<file path="src/rtl/dsss_sync_ctrl.sv">
// Symbol-boundary acquisition and tracking for a DSSS correlator: search, confirm, then
// sample once per symbol period to produce despread bits, dropping lock after repeated misses.
module dsss_sync_ctrl #(
    parameter int unsigned CW        = 8,
    parameter int unsigned PERIOD    = 31,
    parameter int unsigned HI_TH     = 56,
    parameter int unsigned LO_TH     = 6,
    parameter int unsigned CONFIRM_N = 2,
    parameter int unsigned MISS_MAX  = 3
) (
    input  logic          clk,
    input  logic          rst,
    input  logic          chip_en,
    input  logic [CW-1:0] corr,
    input  logic          resync,
    output logic          bit_out,
    output logic          bit_valid,
    output logic          bit_weak,
    output logic          locked,
    output logic [1:0]    state_o
);

    localparam int unsigned PW = $clog2(PERIOD);
    localparam int unsigned HW = $clog2(CONFIRM_N + 1);
    localparam int unsigned MW = $clog2(MISS_MAX + 1);

    typedef enum logic [1:0] {
        StSearch = 2'd0,
        StVerify = 2'd1,
        StLocked = 2'd2
    } state_e;

    state_e        state_q, state_d;
    logic [PW-1:0] phase_q, phase_d;
    logic [HW-1:0] hit_q, hit_d;
    logic [MW-1:0] miss_q, miss_d;
    logic          bit_out_q, bit_out_d;
    logic          bit_valid_q, bit_valid_d;
    logic          bit_weak_q, bit_weak_d;

    logic          is_hi, is_lo, peak, boundary;
    logic [PW-1:0] phase_inc;
    logic [HW-1:0] hit_inc;
    logic [MW-1:0] miss_inc;

    assign is_hi     = corr >= CW'(HI_TH);
    assign is_lo     = corr <= CW'(LO_TH);
    assign peak      = is_hi | is_lo;
    assign boundary  = phase_q == PW'(PERIOD - 1);
    assign phase_inc = boundary ? '0 : phase_q + PW'(1);
    assign hit_inc   = hit_q + HW'(1);
    assign miss_inc  = miss_q + MW'(1);

    always_comb begin
        state_d     = state_q;
        phase_d     = phase_q;
        hit_d       = hit_q;
        miss_d      = miss_q;
        bit_out_d   = bit_out_q;
        bit_valid_d = 1'b0;
        bit_weak_d  = bit_weak_q;

        if (resync) begin
            state_d = StSearch;
            phase_d = '0;
            hit_d   = '0;
            miss_d  = '0;
        end else if (chip_en) begin
            unique case (state_q)
                StSearch: begin
                    if (peak) begin
                        phase_d = '0;
                        miss_d  = '0;
                        if (CONFIRM_N <= 1) begin
                            state_d     = StLocked;
                            hit_d       = '0;
                            bit_valid_d = 1'b1;
                            bit_out_d   = is_hi;
                            bit_weak_d  = 1'b0;
                        end else begin
                            state_d = StVerify;
                            hit_d   = HW'(1);
                        end
                    end
                end
                StVerify: begin
                    phase_d = phase_inc;
                    if (boundary) begin
                        if (!peak) begin
                            // Miss chip is not reconsidered as a fresh search peak.
                            state_d = StSearch;
                            hit_d   = '0;
                        end else if (hit_inc == HW'(CONFIRM_N)) begin
                            state_d     = StLocked;
                            hit_d       = '0;
                            miss_d      = '0;
                            bit_valid_d = 1'b1;
                            bit_out_d   = is_hi;
                            bit_weak_d  = 1'b0;
                        end else begin
                            hit_d = hit_inc;
                        end
                    end
                end
                StLocked: begin
                    phase_d = phase_inc;
                    if (boundary) begin
                        if (peak) begin
                            miss_d      = '0;
                            bit_valid_d = 1'b1;
                            bit_out_d   = is_hi;
                            bit_weak_d  = 1'b0;
                        end else if (miss_inc == MW'(MISS_MAX)) begin
                            state_d = StSearch;
                            phase_d = '0;
                            hit_d   = '0;
                            miss_d  = '0;
                        end else begin
                            miss_d      = miss_inc;
                            bit_valid_d = 1'b1;
                            bit_out_d   = corr > CW'(PERIOD);
                            bit_weak_d  = 1'b1;
                        end
                    end
                end
                default: begin
                    state_d = StSearch;
                    phase_d = '0;
                    hit_d   = '0;
                    miss_d  = '0;
                end
            endcase
        end
    end

    always_ff @(posedge clk) begin
        if (rst) begin
            state_q     <= StSearch;
            phase_q     <= '0;
            hit_q       <= '0;
            miss_q      <= '0;
            bit_out_q   <= 1'b0;
            bit_valid_q <= 1'b0;
            bit_weak_q  <= 1'b0;
        end else begin
            state_q     <= state_d;
            phase_q     <= phase_d;
            hit_q       <= hit_d;
            miss_q      <= miss_d;
            bit_out_q   <= bit_out_d;
            bit_valid_q <= bit_valid_d;
            bit_weak_q  <= bit_weak_d;
        end
    end

    assign bit_out   = bit_out_q;
    assign bit_valid = bit_valid_q;
    assign bit_weak  = bit_weak_q;
    assign locked    = state_q == StLocked;
    assign state_o   = state_q;

endmodule

</file>
<file path="config.mk">
export PLATFORM = sky130hd
export DESIGN_NAME = dsss_sync_ctrl
export DESIGN_NICKNAME = d
export VERILOG_FILES = /design/src/rtl/dsss_sync_ctrl.sv
export SDC_FILE = /design/constraint.sdc
export NUM_CORES = 1
export LEC_CHECK = 0
export ABC_CLOCK_PERIOD_IN_PS = 2240
export CAP_MARGIN = 40
export CORE_MARGIN = 5
export CORE_UTILIZATION = 60
export DETAILED_ROUTE_END_ITERATION = 10
export DONT_BUFFER_PORTS = 1
export PLACE_DENSITY = 0.76
export SLEW_MARGIN = 20
export SYNTH_ARGS = -nofsm -noshare
export SYNTH_HDL_FRONTEND = slang
export SYNTH_SLANG_ARGS = --single-unit
</file>
<file path="constraint.sdc">
create_clock -name clk -period 2.24 [get_ports clk]
set_clock_uncertainty 0.1 [all_clocks]
set_input_delay 0.448 -clock clk [delete_from_list [all_inputs] [get_ports clk]]
set_output_delay 0.448 -clock clk [all_outputs]
set_load 0.03 [all_outputs]
</file>
After elaboration in Yosys (flattened, before gate mapping). Cells that the tools add are included.

Register bits: 14. Output and inout port bits: 6. Logic and storage cells: 86.

Add/sub/neg operators: 3. Magnitude comparators: 3. Equality and inequality tests: 14. Muxes and demuxes: 47. Bitwise gates (word level): 3. Reductions and logical operators: 9.

Operators with widths (number): $mux 2 (17); $mux 5 (5); $mux 1 (18); $pmux 2 s3 (3); $pmux 5 s3 (1); $reduce_and 6->1 (2); $ne 2x2->1 const B (5); $ge 8x6->1 const B (1); $gt 8x5->1 const B (1); $le 8x3->1 const B (1); $reduce_and 8->1 (1); $reduce_and 7->1 (1); $eq 2x2->1 const B (3); $ne 3x3->1 const B (2); $pmux 1 s2 (3); $add 5x1->5 const B (1); $eq 5x5->1 const B (1); $add 2x1->2 const B (2); $ne 2x1->1 const B (2); $reduce_or 3->1 (1); $eq 2x1->1 const B (1); $logic_not 2->1 (1); $not 1->1 (2); $reduce_and 2->1 (1); other kinds (3) (3).

Logic depth before layout (Yosys ltp).
Word-level depth: 6. Mapped depth: 7. Mapped depth without buffers: 7.

Worst setup path after synthesis. OpenSTA, ideal clock, no wires.

Path kind: flip-flop to flip-flop. Start: register state_q[0] (netlist: state_o[0]). End: register miss_q[1]. Library setup time: 0.070 ns. Arrival time: 2.317 ns. Data required time: 2.070 ns. Setup slack: -0.247 ns. Cell stages (with the launch flop): 8. Buffers on the path: 0. Period minus slack after synthesis: 2.487 ns. Cells stage by stage: dfxtp_1 > inv_1 > ha_1 > or2_2 > a22oi_1 > nand2_2 > or4_1 > a21oi_1.

Cells in the longest elaborated chain, start to end: 3.

RTL lines: start, declared (RTL line 33) `state_e state_q, state_d;`; start signal, assigned (RTL line 138) `state_q <= StSearch;`; start signal, assigned (RTL line 146) `state_q <= state_d;`; $eq 2x2->1 *; named net locked (RTL line 19) `output logic locked,`; $ne 2x1->1 (no line); $reduce_and 6->1 (no line); end signal, assigned (RTL line 149) `miss_q <= miss_d;`; end, declared (RTL line 36) `logic [MW-1:0] miss_q, miss_d;`.

The timed path passes the listed nets; every way through them passes the cells marked *. A chain may end at the register's enable or synchronous reset.

Worst setup path in the final report.
Start: register state_q[1] (netlist: state_o[1]). End: register miss_q[1].

Cells in the longest elaborated chain, start to end: 3.

RTL lines: $eq 2x1->1 (tied with other cells) (RTL line 69) `unique case (state_q)`; $ne 2x2->1 (no line) or $ne 2x1->1 (tied branches); $reduce_and 6->1 (no line).

Parallel ways exist; a longest one is shown, timed or not.

==> flow_summary.json <==
{
  "syn-cell-area_um2": 875,
  "n_antenna_cell": 0,
  "wl_per_cell_um": 14.3,
  "n_fill_cell": 118,
  "r2r_slack_ns": 0.19,
  "rr_endpoint": "miss_q[1]",
  "run_status": "complete, no violations",
  "wl_um": 1690,
  "rsz0062_at_grt": "false",
  "drtPass1Iterations": 4,
  "grt_pass1_wl_um": 2700,
  "drc_errors": 0,
  "postCtsResizedCells": 0,
  "vias": 762,
  "seqCellArea_um2": 283,
  "grt_max_degree": 15,
  "mostFrequentLayoutCell": "dfxtp_1",
  "die-area_um2": 2320,
  "overflow": 0,
  "required_ns": 2.35,
  "post_cts_buffers": 0,
  "clk-insertion-delay-late_ns": 0.28,
  "final_area_um2": 937,
  "start_util_pct": 65.6,
  "relSlewSlack_pct": 71.6,
  "seq_area_frac_synth_pct": 32.0,
  "cellLeakagePower_nw": 0.334,
  "worst_r2r_path_depth": 7,
  "drtIter0Drc": 10,
  "final_core_util_pct": 70.3,
  "fin_tns_setup_ns": 0,
  "power_density_nw_per_um2": 489,
  "finalPower_mw": 0.458,
  "cts.sinks": 14,
  "fp-row-count": 13,
  "regToRegStartpoint": "state_o[1]",
  "start_kind": "flop",
  "cts_buffers": 3,
  "synth_warnings": 0,
  "core_um2": 1330,
  "fin_cells": 118,
  "end_kind": "flop",
  "clk_pin_slew_ns": 0.07,
  "die_x_um": 48.2,
  "max_cap_viol_count": 0,
  "synth-seq-cells": 14,
  "htreeDepth": 1,
  "final_antenna_net_count": 0,
  "period_share_pct": 91.6,
  "synth_cell_types": 39,
  "worstHoldEndpoint": "bit_out",
  "root_buffer": "clkbuf_4",
  "critical_path_arrival_ns": 2.16,
  "min_path_cells": 1,
  "min_period_ns": 2.05,
  "final_cell_mix": "12 x dfxtp_1, 10 x a21oi_1, 6 x nand3_1, 6 x o21ai_0, 5 x inv_1",
  "synthesis.nets": 115,
  "grt_pass1_vias": 654,
  "tritoncts": "built",
  "nets": 122,
  "hold_class": "in -> reg",
  "finalSetupViolCount": 0,
  "syn_to_final_growth_pct": 7.15,
  "clk_path_buf_depth": 2,
  "multi_input_area_um2": 564,
  "synth_edf_count": 0,
  "grt_usage_pct": 17.1,
  "worstMarginPinSlew_ns": 0.425,
  "pin_count": 18,
  "antenna_found_initial": 0,
  "place_inst": 115,
  "crit_fanout": 4,
  "final-hold-violation-count": 0,
  "portBuffers": 0,
  "synth_cells": 98,
  "hold_buffers": 0,
  "syn_avg_cell_area_um2": 8.92,
  "gp_congestion": 0.810,
  "vdd_drop_max_mv": 0.279,
  "dieHeight_um": 48.2,
  "slew_violations": 0,
  "placed_cell_area_um2": 910,
  "viasPerCell": 6.46,
  "worstSetupPathType": "reg -> reg",
  "hold_path.startpoint": "rst",
  "fmax_mhz": 487,
  "dp_hpwl_um": 1310,
  "ys_async_sr_fraction_pct": 0,
  "synth_ff_type": "dfxtp_1",
  "layout-drive-gt1-share_pct": 21.4
}
-- Yosys cell counts (all sizes together) (2+ instances only) --
library cell | number | area, µm²
dfxtp | 14 | 280
a21oi | 10 | 50.1
o21ai | 8 | 47.6
nand3 | 6 | 30.0
ha | 5 | 62.6
inv | 5 | 18.8
nand2 | 4 | 17.5
or4 | 4 | 30.0
a211oi | 3 | 22.5
nand2b | 3 | 18.8
nor2 | 3 | 11.3
nor2b | 3 | 18.8
o211ai | 3 | 22.5
or3 | 3 | 23.8
a22oi | 2 | 15.0
a311oi | 2 | 23.8
and3 | 2 | 13.8
buf | 2 | 18.8
or2 | 2 | 12.5
-- metal layers --
| metal | part of all wire [%] | vias to the layer above | global-route usage, % |
|---|---|---|---|
| met5 | 0 | - | 0 |
| met4 | 1.7 | 0 | 8.06 |
| met3 | 8.5 | 5 | 8.49 |
| met2 | 48 | 17 | 26.6 |
| met1 | 42 | 351 | 19.3 |
| li1 | - | 389 | - |
-- metrics by stage --
step	hold WS, ns	worst slack (ns)
6_report	0.129	0.188
5_1_grt	0.103	0.0535
4_1_cts	0.117	0.163
3_5_place_dp	0.380	0.167
3_3_place_gp	0.380	0.167
2_1_floorplan	0.356	0.0131
-- critical path, stage by stage (launching register included) --
cell	delay (ns)
dfxtp_2	0.36
inv_1	0.07
ha_1	0.19
or2_2	0.31
a22oi_2	0.20
nand2_2	0.09
or4_1	0.52
a21oi_1	0.15
-- worst max path at each step --
stage,slack [ns],to,cells past startpoint,start
after global routing,0.05,miss_q[1],7,state_o[1]
final,0.19,miss_q[1],7,state_o[1]
after global placement,0.17,phase_q[4],5,corr[5]
after floorplan,0.01,miss_q[1],7,state_o[0]
after CTS,0.16,miss_q[1],7,state_o[1]
after detailed placement,0.17,phase_q[4],5,corr[5]
-- cell type report --
cell class	count	area share, %
Clock buffer	3	2.40
Inverter	5	2.00
Multi-Input combinational cell	77	60.2
Sequential cell	14	30.2
Tap cell	15	2.00
Timing Repair Buffer	4	3.20
-- power by group --
part | switching (mW) | total (mW) | internal, mW | leakage [nW]
sequential | 0.00452 | 0.257 | 0.252 | 0.114
combinational | 0.0387 | 0.0645 | 0.0258 | 0.207
clock | 0.0748 | 0.137 | 0.0624 | 0.0138
-- sequential cells by signal, summed over array words and instances (netlist names) --
name / flops
bit_out: 1
bit_valid: 1
bit_weak: 1
hit_q: 2
miss_q: 2
phase_q: 5
state_o: 2
-- cell families (layout without fill, tap and decap cells) --
family / count (synthesis) / count (layout) / share of synthesized area, %
compound gates: 35 / 35 / 30.6
fa+ha+maj: 5 / 5 / 7.15
flops: 14 / 14 / 32.0
simple gates: 37 / 37 / 25.9
buf+inv: 7 / 12 / 4.29
(Power assumes the default switching activity.)
